--- src/rtl/afifo_pkg.sv ---
// Shared types and helpers for the async FIFO write-side arbiter.
// Holds the arbiter state encoding and the wrapping round-robin search.
package afifo_pkg;

   localparam int DSIZE_DEF = 24;
   localparam int RR_MAX    = 8;

   typedef enum logic {IDLE, OWN} arb_state_t;

   // Returns {found, index} of the first set bit at or after ptr, wrapping modulo n.
   function automatic logic [3:0] rr_first(input logic [RR_MAX-1:0] req,
                                           input logic [2:0] ptr, input int n);
      logic [3:0] res;
      int         j;
      res = '0;
      // Walk from the far end so the nearest candidate is written last.
      for (int k = RR_MAX-1; k >= 0; k--) begin
         if (k < n) begin
            j = int'(ptr) + k;
            if (j >= n) j = j - n;
            if (req[j]) res = {1'b1, 3'(j)};
         end
      end
      return res;
   endfunction

endpackage

--- src/rtl/rr_pick.sv ---
// Combinational round-robin finder: first requester at or after ptr, wrapping.
module rr_pick
   import afifo_pkg::*;
#(
   parameter  int NREQ = 4,
   localparam int IDW  = $clog2(NREQ)
) (
   input  logic [NREQ-1:0] req,
   input  logic [IDW-1:0]  ptr,
   output logic            found,
   output logic [IDW-1:0]  idx
);

   logic [3:0] res;

   assign res   = rr_first(RR_MAX'(req), 3'(ptr), NREQ);
   assign found = res[3];
   assign idx   = IDW'(res[2:0]);

endmodule

--- src/rtl/afifo_wr_arb.sv ---
// Round-robin, burst-granular arbiter sharing the async FIFO write port among
// NREQ producers; one idle arbitration cycle separates consecutive owners.
module afifo_wr_arb
   import afifo_pkg::*;
#(
   parameter  int DSIZE = DSIZE_DEF,
   parameter  int NREQ  = 4,
   parameter  int BURST = 4,
   localparam int IDW   = $clog2(NREQ)
) (
   input  logic                  wclk,
   input  logic                  wrst_n,
   input  logic [NREQ-1:0]       req_valid,
   input  logic [NREQ*DSIZE-1:0] req_data,
   output logic [NREQ-1:0]       req_ready,
   input  logic                  fifo_wfull,
   output logic                  fifo_winc,
   output logic [DSIZE-1:0]      fifo_wdata,
   output logic [IDW-1:0]        gnt_id,
   output logic                  busy
);

   localparam int CW = $clog2(BURST) + 1;

   arb_state_t                   state, state_nxt;
   logic [IDW-1:0]               rr_ptr, owner, pick_idx;
   logic [CW-1:0]                count;
   logic                         pick_found, own_vld, xfer, last, release_own;
   logic [NREQ-1:0][DSIZE-1:0]   data_arr;

   assign data_arr = req_data;

   rr_pick #(.NREQ(NREQ)) u_pick (
      .req   (req_valid),
      .ptr   (rr_ptr),
      .found (pick_found),
      .idx   (pick_idx)
   );

   assign own_vld = req_valid[owner];
   // Write enable is gated by wfull combinationally, never through a register.
   assign xfer    = (state == OWN) && own_vld && !fifo_wfull;
   assign last    = (count == CW'(BURST-1));

   always_comb begin
      state_nxt   = state;
      busy        = 1'b0;
      gnt_id      = '0;
      req_ready   = '0;
      fifo_winc   = 1'b0;
      fifo_wdata  = '0;
      release_own = 1'b0;
      case (state)
         IDLE: if (pick_found) state_nxt = OWN;
         OWN: begin
            busy             = 1'b1;
            gnt_id           = owner;
            req_ready[owner] = !fifo_wfull;
            fifo_winc        = xfer;
            fifo_wdata       = data_arr[owner];
            release_own      = !own_vld || (xfer && last);
            if (release_own) state_nxt = IDLE;
         end
      endcase
   end

   always_ff @(posedge wclk or negedge wrst_n) begin
      if (!wrst_n) begin
         state  <= IDLE;
         rr_ptr <= '0;
         owner  <= '0;
         count  <= '0;
      end else begin
         state <= state_nxt;
         if (state == IDLE && pick_found) begin
            owner <= pick_idx;
            count <= '0;
         end
         if (release_own) begin
            rr_ptr <= (owner == IDW'(NREQ-1)) ? '0 : owner + 1'b1;
            count  <= '0;
         end else if (xfer) begin
            count <= count + 1'b1;
         end
      end
   end

endmodule

--- config.mk ---
export PLATFORM = sky130hd
export DESIGN_NAME = afifo_wr_arb
export DESIGN_NICKNAME = d
export VERILOG_FILES = /design/src/rtl/afifo_pkg.sv /design/src/rtl/rr_pick.sv /design/src/rtl/afifo_wr_arb.sv
export SDC_FILE = /design/constraint.sdc
export NUM_CORES = 1
export LEC_CHECK = 0
export ABC_AREA = 1
export CAP_MARGIN = 20
export CELL_PAD_IN_SITES_DETAIL_PLACEMENT = 0
export CELL_PAD_IN_SITES_GLOBAL_PLACEMENT = 1
export CORE_MARGIN = 4
export CORE_UTILIZATION = 19
export CTS_CLUSTER_DIAMETER = 200
export CTS_CLUSTER_SIZE = 16
export DETAILED_ROUTE_END_ITERATION = 6
export PLACE_DENSITY = 0.92
export SYNTH_ARGS = -nofsm -noshare
export SYNTH_HDL_FRONTEND = slang
export SYNTH_SLANG_ARGS = --single-unit
--- constraint.sdc ---
create_clock -name wclk -period 2 [get_ports wclk]
set_input_delay 0.4 -clock wclk [delete_from_list [all_inputs] [get_ports wclk]]
set_output_delay 0.4 -clock wclk [all_outputs]
set_load 0.03 [all_outputs]
# Yosys cells after proc, flatten, opt, wreduce, memory -nomap -nowiden

Index checks and enable logic that the tools add are counted.

Register bits after elaboration: 8
Latch bits: 0
RAM bits: 0
ROM bits: 0
Input bits: 103
Logic and storage cells: 75
Memories kept: 0

Add/subtract/negate cells: 9
Multiply operators: 0
Divide/modulo/power cells: 0
Order comparisons: 10
Eq/ne operators: 2
Shifts and indexed selects: 0
Mux-type cells: 39
Bitwise logic cells: 2
Reduce and logical (&&, ||, !) cells: 9

Operators by type and width:

| operator                                                           | number |
|---|---|
| < comparator 32 x 5 -> 1 bit, second input constant                | 4 |
| two-way mux 32 bit                                                 | 4 |
| greater-or-equal comparator 32 x 4 -> 1 bit, second input constant | 3 |
| subtractor 32 x 4 -> 32 bit, second input constant                 | 3 |
| binary-select mux 24 bit (select 2 bit)                            | 1 |
| two-way mux 24 bit                                                 | 2 |
| two-way mux 4 bit                                                  | 5 |
| two-way mux 1 bit                                                  | 15 |
| binary-select mux 1 bit (select 3 bit)                             | 4 |
| two-way mux 3 bit                                                  | 3 |
| adder 2 x 2 -> 3 bit, second input constant                        | 2 |
| logical AND 1 bit                                                  | 5 |
| bitwise AND 4 bit                                                  | 1 |
| two-way mux 2 bit                                                  | 2 |
| subtractor 2 x 3 -> 4 bit, second input constant                   | 1 |
| adder 2 x 1 -> 3 bit, second input constant                        | 1 |
| adder 3 x 1 -> 3 bit, second input constant                        | 1 |
| equality test 3 x 2 -> 1 bit, second input constant                | 1 |
| greater-or-equal comparator 2 x 3 -> 1 bit, second input constant  | 1 |
| < comparator 2 x 3 -> 1 bit, second input constant                 | 1 |
| nonzero test 3 bit                                                 | 1 |
| adder 2 x 1 -> 2 bit, second input constant                        | 1 |
| binary-select mux 1 bit (select 2 bit)                             | 1 |
| demux 1 bit (select 2 bit)                                         | 1 |
| 6 further kinds                                                    | 7 |

# Longest topological paths before layout

Gate-level depths: netlist of run 1.

Word-level depth: 14
Gate-level depth with buffers: 11
Depth with buffers taken out: 11

# By module

From an unflattened synthesis of run 1, not the netlist that was laid out.

Cell total of the unflattened synthesis: 302
Area, all modules: 1,610.3 um^2

Modules (own cells, without submodules):

| module       | instances | cells each | area each (um^2) | seq. area each (um^2) |
|---|---|---|---|---|
| afifo_wr_arb | 1         | 256        | 1,392.6          | 200.2 |
| rr_pick      | 1         | 46         | 217.7            | 0.0 |

# Worst setup path before layout of run 1

No wires, ideal clock.

Kind: reg2out
Start: register owner[0]
End: output port req_ready[0]
Data arrival time: 1.488 ns
Data required time: 1.600 ns
Setup slack: 0.112 ns
Cell stages (with the launch flop): 7
Cell sequence: dfrtp_1 buf_4 clkinv_2 clkbuf_1 ha_1 inv_1 nor2_1

Cells in the longest elaborated chain, start to end: 6
Elaborated cells between the ends (all ways): 7

RTL lines:

| element                                                                                                                | line               | source |
|---|---|---|
| start: declaration                                                                                                     | afifo_wr_arb.sv:26 | `logic [IDW-1:0] rr_ptr, owner, pick_idx;` |
| start signal: assignment                                                                                               | afifo_wr_arb.sv:76 | `owner <= pick_idx;` |
| < comparator 2 x 3 -> 1 bit (implied by the code) / greater-or-equal comparator 2 x 1 -> 1 bit (equally long branches) | afifo_wr_arb.sv:58 | `req_ready[owner] = !fifo_wfull;` |
| logical AND 1 bit (implied by the code)                                                                                | afifo_wr_arb.sv:58 |  |
| two-way mux 1 bit (implied by the code)                                                                                | afifo_wr_arb.sv:58 |  |
| demux 1 bit (select 2 bit) *                                                                                           | afifo_wr_arb.sv:58 |  |
| bitwise AND 4 bit (no source line) *                                                                                   | n/a                |  |
| two-way mux 4 bit *                                                                                                    | afifo_wr_arb.sv:53 | `case (state)` |
| end: declaration                                                                                                       | afifo_wr_arb.sv:15 | `output logic [NREQ-1:0] req_ready,` |

Mark *: on every way between the ends. The rest lies on a longest branch, timed or not.

# Final worst setup path of run 1

Start: register owner[0]
End: output port fifo_wdata[8]

Cells in the longest elaborated chain, start to end: 3

RTL lines:

| element                                  | line               | source |
|---|---|---|
| binary-select mux 24 bit (select 2 bit)  | afifo_wr_arb.sv:60 | `fifo_wdata = data_arr[owner];` |
| two-way mux 24 bit (implied by the code) | afifo_wr_arb.sv:60 |  |
| two-way mux 24 bit                       | afifo_wr_arb.sv:53 |  |
| end: declaration                         | afifo_wr_arb.sv:18 | `output logic [DSIZE-1:0] fifo_wdata,` |

No other way between the ends. The select of a mux whose other input is x is not followed.

==> flow_summary.yaml, run 1 <==
die:
  ios: 135
  core-area_um2: 8180
  die_h_um: 99.5
  die_w_um: 99.5
  initial_core_util_pct: 19.5
  die_area_um2: 9900
  row_count: 33
global_route:
  grt_pass1_vias: 2408
  antenna_found_initial: 0
  grt_pass1_wl_mm: 11.5
  grt_max_degree: 55
  gr-total-overflow: 0
  grt_use_total_pct: 13.8
worst_setup_path:
  path_cells: "buf_12 > clkbuf_16 > nor2_1 > nor2_1 > o21ai_0 > a21oi_1 > buf_4"
  cp.arrival_ps: 1550
  worst-path-max-fanout: 13
  r2r_slack_ps: 430
  endpoint: "fifo_wdata[8]"
  r2r_end: "owner[0]"
  slowest_stage: "dfrtp_2"
  cp.depth: 7
  cp-end-kind: "primary output"
  crit_family: "buffers and inverters"
  timing_worst_setup_path_type: "flip-flop to primary output"
  r2r_cells: 9
  worstPathRequired_ps: 1600
  startpoint_type: "flip-flop"
  path_buf_inv: 3
  critical_path.most_common_cell: "nor2_1"
  critPathLaunch: "owner[0]"
  max_stage_delay_ps: 360
  r2r-start: "rr_ptr[1]"
power_and_ir_drop:
  p_switching_mw: 2.70
  p_seq_share_pct: 6.6
  power_frac_comb_pct: 89.0
  p_per_area_nw_per_um2: 1470
  internal_power_mw: 2.03
  p_leak_nw: 1.44
  fin_total_pwr_mw: 4.72
  ir_worst_vdd_mv: 0.738
  swShare_pct: 57.1
  p_clk_share_pct: 4.4
route:
  top_layer_used: "met4"
  avgRoutedWirePerCell_um: 14.7
  first_pass_iters: 4
  num_vias: 2525
  detail-route-antenna-nets: 0
  vias_per_cell: 4.62
  drt_iter0_markers: 100
  wl_met3_um: 565
  route.met2.wl_mm: 3.91
  routed_wl_mm: 8.01
  drc: 0
  wl_met1_mm: 3.47
layout:
  diodes: 0
  drive_gt1_share_pct: 17.0
  fillCellCount: 872
  area_delta_synth_final_pct: 102
  stdcell_area_um2: 3220
  nets: 553
clock_tree:
  clockBufferDepth: 2
  path_clk_slew_ps: 40
  cts-root-buf: "clkbuf_8"
  clock_latency_ps: 230
  cts_tree: "built"
  cts_buffers: 3
  cts_sinks: 8
  htree_levels: 1
logic_synthesis:
  synthAdderAreaFrac_pct: 6.29
  synth_xor_area_share_pct: 0
  syn_area_um2: 1590
  ys_warn_count: 0
  muxShareOfSynthArea_pct: 0
  synth_cells: 304
  synth_seq_area_share_pct: 12.6
  synthSimpleGateAreaFrac_pct: 46.4
  syn_nets: 415
  synth-compound-area-share_pct: 24.6
  synth_top_family_by_area: "simple AND/OR/NAND/NOR gates"
  syn_area_per_cell_um2: 5.23
  synth-seq-cells: 8
  synth_cell_types: 23
placement:
  place_area_um2: 3010
  hpwlAfterDp_mm: 5.83
  place_congestion: 0.823
  portBuffers: 134
timing:
  slew_headroom_pct: 75.8
  fmax_ghz: 0.514
  period_needed_ps: 1950
  final-max-slew-violation-count: 0
  skew_ps: 5.12
  tightest_slew_ps: 362
  final-setup-viol-count: 0
  whs_ps: 446
  hold_viol: 0
  finalCritPeriodShare_pct: 97.3
  setup_tns_ps: 0
outcome:
  outcome: "finished, final reports clean"
run:
  cap_violations: 0
min_path:
  hp-class: "primary input to async pin"
layout by cell type (no fill, tap or decap), drive strengths merged:
master	synthesis	layout
ha	8	8
nor2	105	105
buf	7	44
clkbuf	11	8
nand2	47	47
nand3	19	19
a21oi	25	25
nor3	1	1
clkinv	1	1
a31oi	1	1
dfrtp	8	8
o21ai	52	52
inv	19	19
clkdlybuf4s50	0	103
worst register-to-register path, delay by kind of cell (launching register included):
| family | cells | cell delay (ps) |
|---|---|---|
| adders and majority gates | 1 | 350 |
| buffers and inverters | 1 | 120 |
| and+or+nand+nor | 7 | 580 |
| DFF | 1 | 430 |
final cells by class:
cell class                 instances  area, um^2  area share, %
clock buffer                       4        45.0           1.40
inverter                          20        92.6           2.88
multi-input combinational        258        1240           38.6
sequential                         8         203           6.30
tap                              105         131           4.09
timing repair buffer             151        1500           46.7
stage by stage:
step | utilization (%) | instances | worst slack [ps]
floorplan | - | 304 | 112
global placement | 36.9 | 536 | 83.0
detailed placement | 36.9 | 536 | 67.0
CTS | 37.5 | 540 | -1.31
global route | 39.3 | 546 | -15.2
finish | 39.3 | 546 | 54.5
synthesized netlist by cell type, drive strengths merged:
cell	count	area share [%]
a21oi	25	7.9
a31oi	1	0.39
buf	7	2.5
clkbuf	11	2.6
clkinv	1	0.31
dfrtp	8	13
ha	8	6.3
inv	19	4.6
nand2	47	13
nand3	19	7.1
nor2	105	26
nor3	1	0.31
o21ai	52	16
layer usage:
layer	up-vias	GRT usage, %
met5	-	0
li1	1263	-
met3	6	2.59
met2	107	25.1
met4	0	2.31
met1	1149	17.2
logic make-up (layout without fill, tap and decap cells):
logic type	count (synthesis)	in the layout
buf+inv	38	175
fa+ha+maj	8	8
flops	8	8
compound gates	78	78
simple gates	172	172
how the worst min path moves through the flow:
stage                     startpoint        end  slack [ps]
after global placement      count[0]   count[0]         470
after global routing          wrst_n      state         480
after detailed placement    count[0]   count[0]         490
after CTS                     wrst_n  rr_ptr[0]         450
after floorplan               wrst_n   count[0]         100
final                         wrst_n  rr_ptr[0]         450
timing repair:
item                                    CTS  global route
gates cloned                              0             5
gates resized for setup                   2            16
buffers inserted                          0             1
hold buffers                              0             0
endpoints found under the setup margin   18            23
pin swaps                                 1             2
sequential cells by signal, indices dropped and copies added (netlist names):
signal,count
state,1
owner,2
rr_ptr,2
count,3
power by group through the flow:
stage,sequential [mW],combinational (mW),clock [mW]
global route,0.318,4.57,0.227
detailed placement,0.310,3.83,0
CTS,0.313,3.85,0.218
finish,0.311,4.21,0.207
global placement,0.303,3.79,0
floorplan,0.316,2.46,0
Note: power is estimated with default switching activity, not from simulation.
==> inputs of run 2 (changes only) <==
- CAP_MARGIN: 20 -> default
- CTS_CLUSTER_DIAMETER: 200 -> default
==> results of run 2 <==
No change in the layout: final DEF, timing and power equal those of run 1.
==> inputs of run 3 (changes only) <==
- CAP_MARGIN: default -> 20
- GPL_TIMING_DRIVEN: default -> 0
==> flow_summary.yaml, run 3 (synthesis results as in run 1) <==
outcome:
  outcome: "finished, final reports clean"
route:
  vias_per_cell: 4.48
  num_vias: 2484
  avgRoutedWirePerCell_um: 13.7
  routed_wl_mm: 7.61
  drc: 0
  first_pass_iters: 4
  detail-route-antenna-nets: 0
  drt_iter0_markers: 112
layout:
  mostFrequentLayoutCell: "clkdlybuf4s50_1"
  largest_reg_flops: 3
  diodes: 0
  reg_top3: "count (3), owner (2), rr_ptr (2)"
  layout_common_cells: "clkdlybuf4s50_1, nor2_1, nand2_1"
  final_util_pct: 39.9
  nets: 562
  top_register: "count"
  drive_gt1_share_pct: 18.3
  area_delta_synth_final_pct: 105
die:
  die_area_um2: 9900
  ios: 135
  core-area_um2: 8180
  die_h_um: 99.5
  die_w_um: 99.5
  row_count: 33
  initial_core_util_pct: 19.5
global_route:
  gr-total-overflow: 0
  grt_use_total_pct: 14.3
  grt_pass1_vias: 2320
  antenna_found_initial: 0
  grt_max_degree: 12
  grt_pass1_wl_mm: 11.7
worst_setup_path:
  r2r_end: "owner[1]"
  worstPathRequired_ps: 1600
  cp.arrival_ps: 1540
  r2r-start: "rr_ptr[0]"
  worst-path-max-fanout: 3
  r2r_slack_ps: 320
  timing_worst_setup_path_type: "primary input to primary output"
  cp-end-kind: "primary output"
  r2r_cells: 9
  critPathLaunch: "req_valid[1]"
  startpoint_type: "primary input"
power_and_ir_drop:
  ir_worst_vdd_mv: 0.710
  p_leak_nw: 1.49
  p_per_area_nw_per_um2: 1440
  fin_total_pwr_mw: 4.72
timing:
  setup_tns_ps: 0
  period_needed_ps: 1940
  hold_viol: 0
  fmax_ghz: 0.516
  slew_headroom_pct: 75.5
  final-setup-viol-count: 0
  skew_ps: 1.22
  worst_slack_ps: 61.4
  whs_ps: 454
  tightest_slew_ps: 366
  final-max-slew-violation-count: 0
  rsz0062_at_grt: "yes"
  finalCritPeriodShare_pct: 96.9
placement:
  portBuffers: 134
  place_congestion: 0.825
  dpl_worst_slack_ps: -654
  hpwlAfterDp_mm: 6.16
min_path:
  hp-class: "primary input to async pin"
run:
  cap_violations: 0
clock_tree:
  clockBufferDepth: 2
  cts_buffers: 3
  cts-root-buf: "clkbuf_8"
  htree_levels: 1
  path_clk_slew_ps: 40
  cts_tree: "built"
  clock_latency_ps: 230
  cts_sinks: 8
run 3: cell count changes in the layout (fill, tap and decap cells not counted), sizes merged:
cell	delta
clkinv	-1
inv	+1
clkbuf	+1
clkdlybuf4s15	+1
clkdlybuf4s50	-1
dlymetal6s2s	+1
buf	+4
dlygate4sd2	+2
run 3: power breakdown:
part	internal (mW)	switching [mW]	leakage [nW]	total, mW
registers	0.230	0.0863	0.102	0.316
logic	1.70	2.50	1.36	4.21
clock network	0.130	0.0631	0.0216	0.193
run 3: how the worst max path moves through the flow:
| stage | to |
|---|---|
| 2_1_floorplan | req_ready[0] |
| 3_3_place_gp | fifo_wdata[20] |
| 3_5_place_dp | fifo_wdata[20] |
| 4_1_cts | fifo_wdata[20] |
| 5_1_grt | fifo_wdata[17] |
| 6_report | fifo_winc |
run 3: repair_timing:
action / in CTS / in global routing
resized for setup: 183 / 84
gates cloned: 0 / 2
setup buffers: 2 / 4
endpoints found under the setup margin: 31 / 29
hold buffers: 0 / 0
pin swaps: 1 / 7
run 3: final cells by class:
| type | instances | area, um^2 |
|---|---|---|
| repair buffers | 142 | 1360 |
| clock buffers | 3 | 41.3 |
| plain buffers | 18 | 200 |
| multi-input cells | 258 | 1250 |
| fillers | 851 | 4910 |
| well taps | 105 | 131 |
| inverters | 20 | 87.6 |
| flip-flops and latches | 8 | 200 |
run 3: per-layer routing:
layer / GRT usage, % / up-vias / part of all wire (%)
li1: - / 1280 / -
met1: 19.0 / 1099 / 44
met2: 24.7 / 101 / 48
met3: 2.88 / 4 / 7.7
met4: 1.58 / 0 / 0.28
met5: 0 / - / 0
run 3: worst max-delay path, cell delays in order:
cell and delay, ps:
clkdlybuf4s50_1 520, nand2_1 60, nand3_1 80, nand2_1 130, nor2_2 170, buf_4 180
run 3: per-stage QoR:
| step | std cells | area (um^2) |
|---|---|---|
| detailed placement | 543 | 3060 |
| floorplan | 304 | 1590 |
| global placement | 543 | 3060 |
| CTS | 548 | 3060 |
| global route | 554 | 3260 |
| finish | 554 | 3260 |
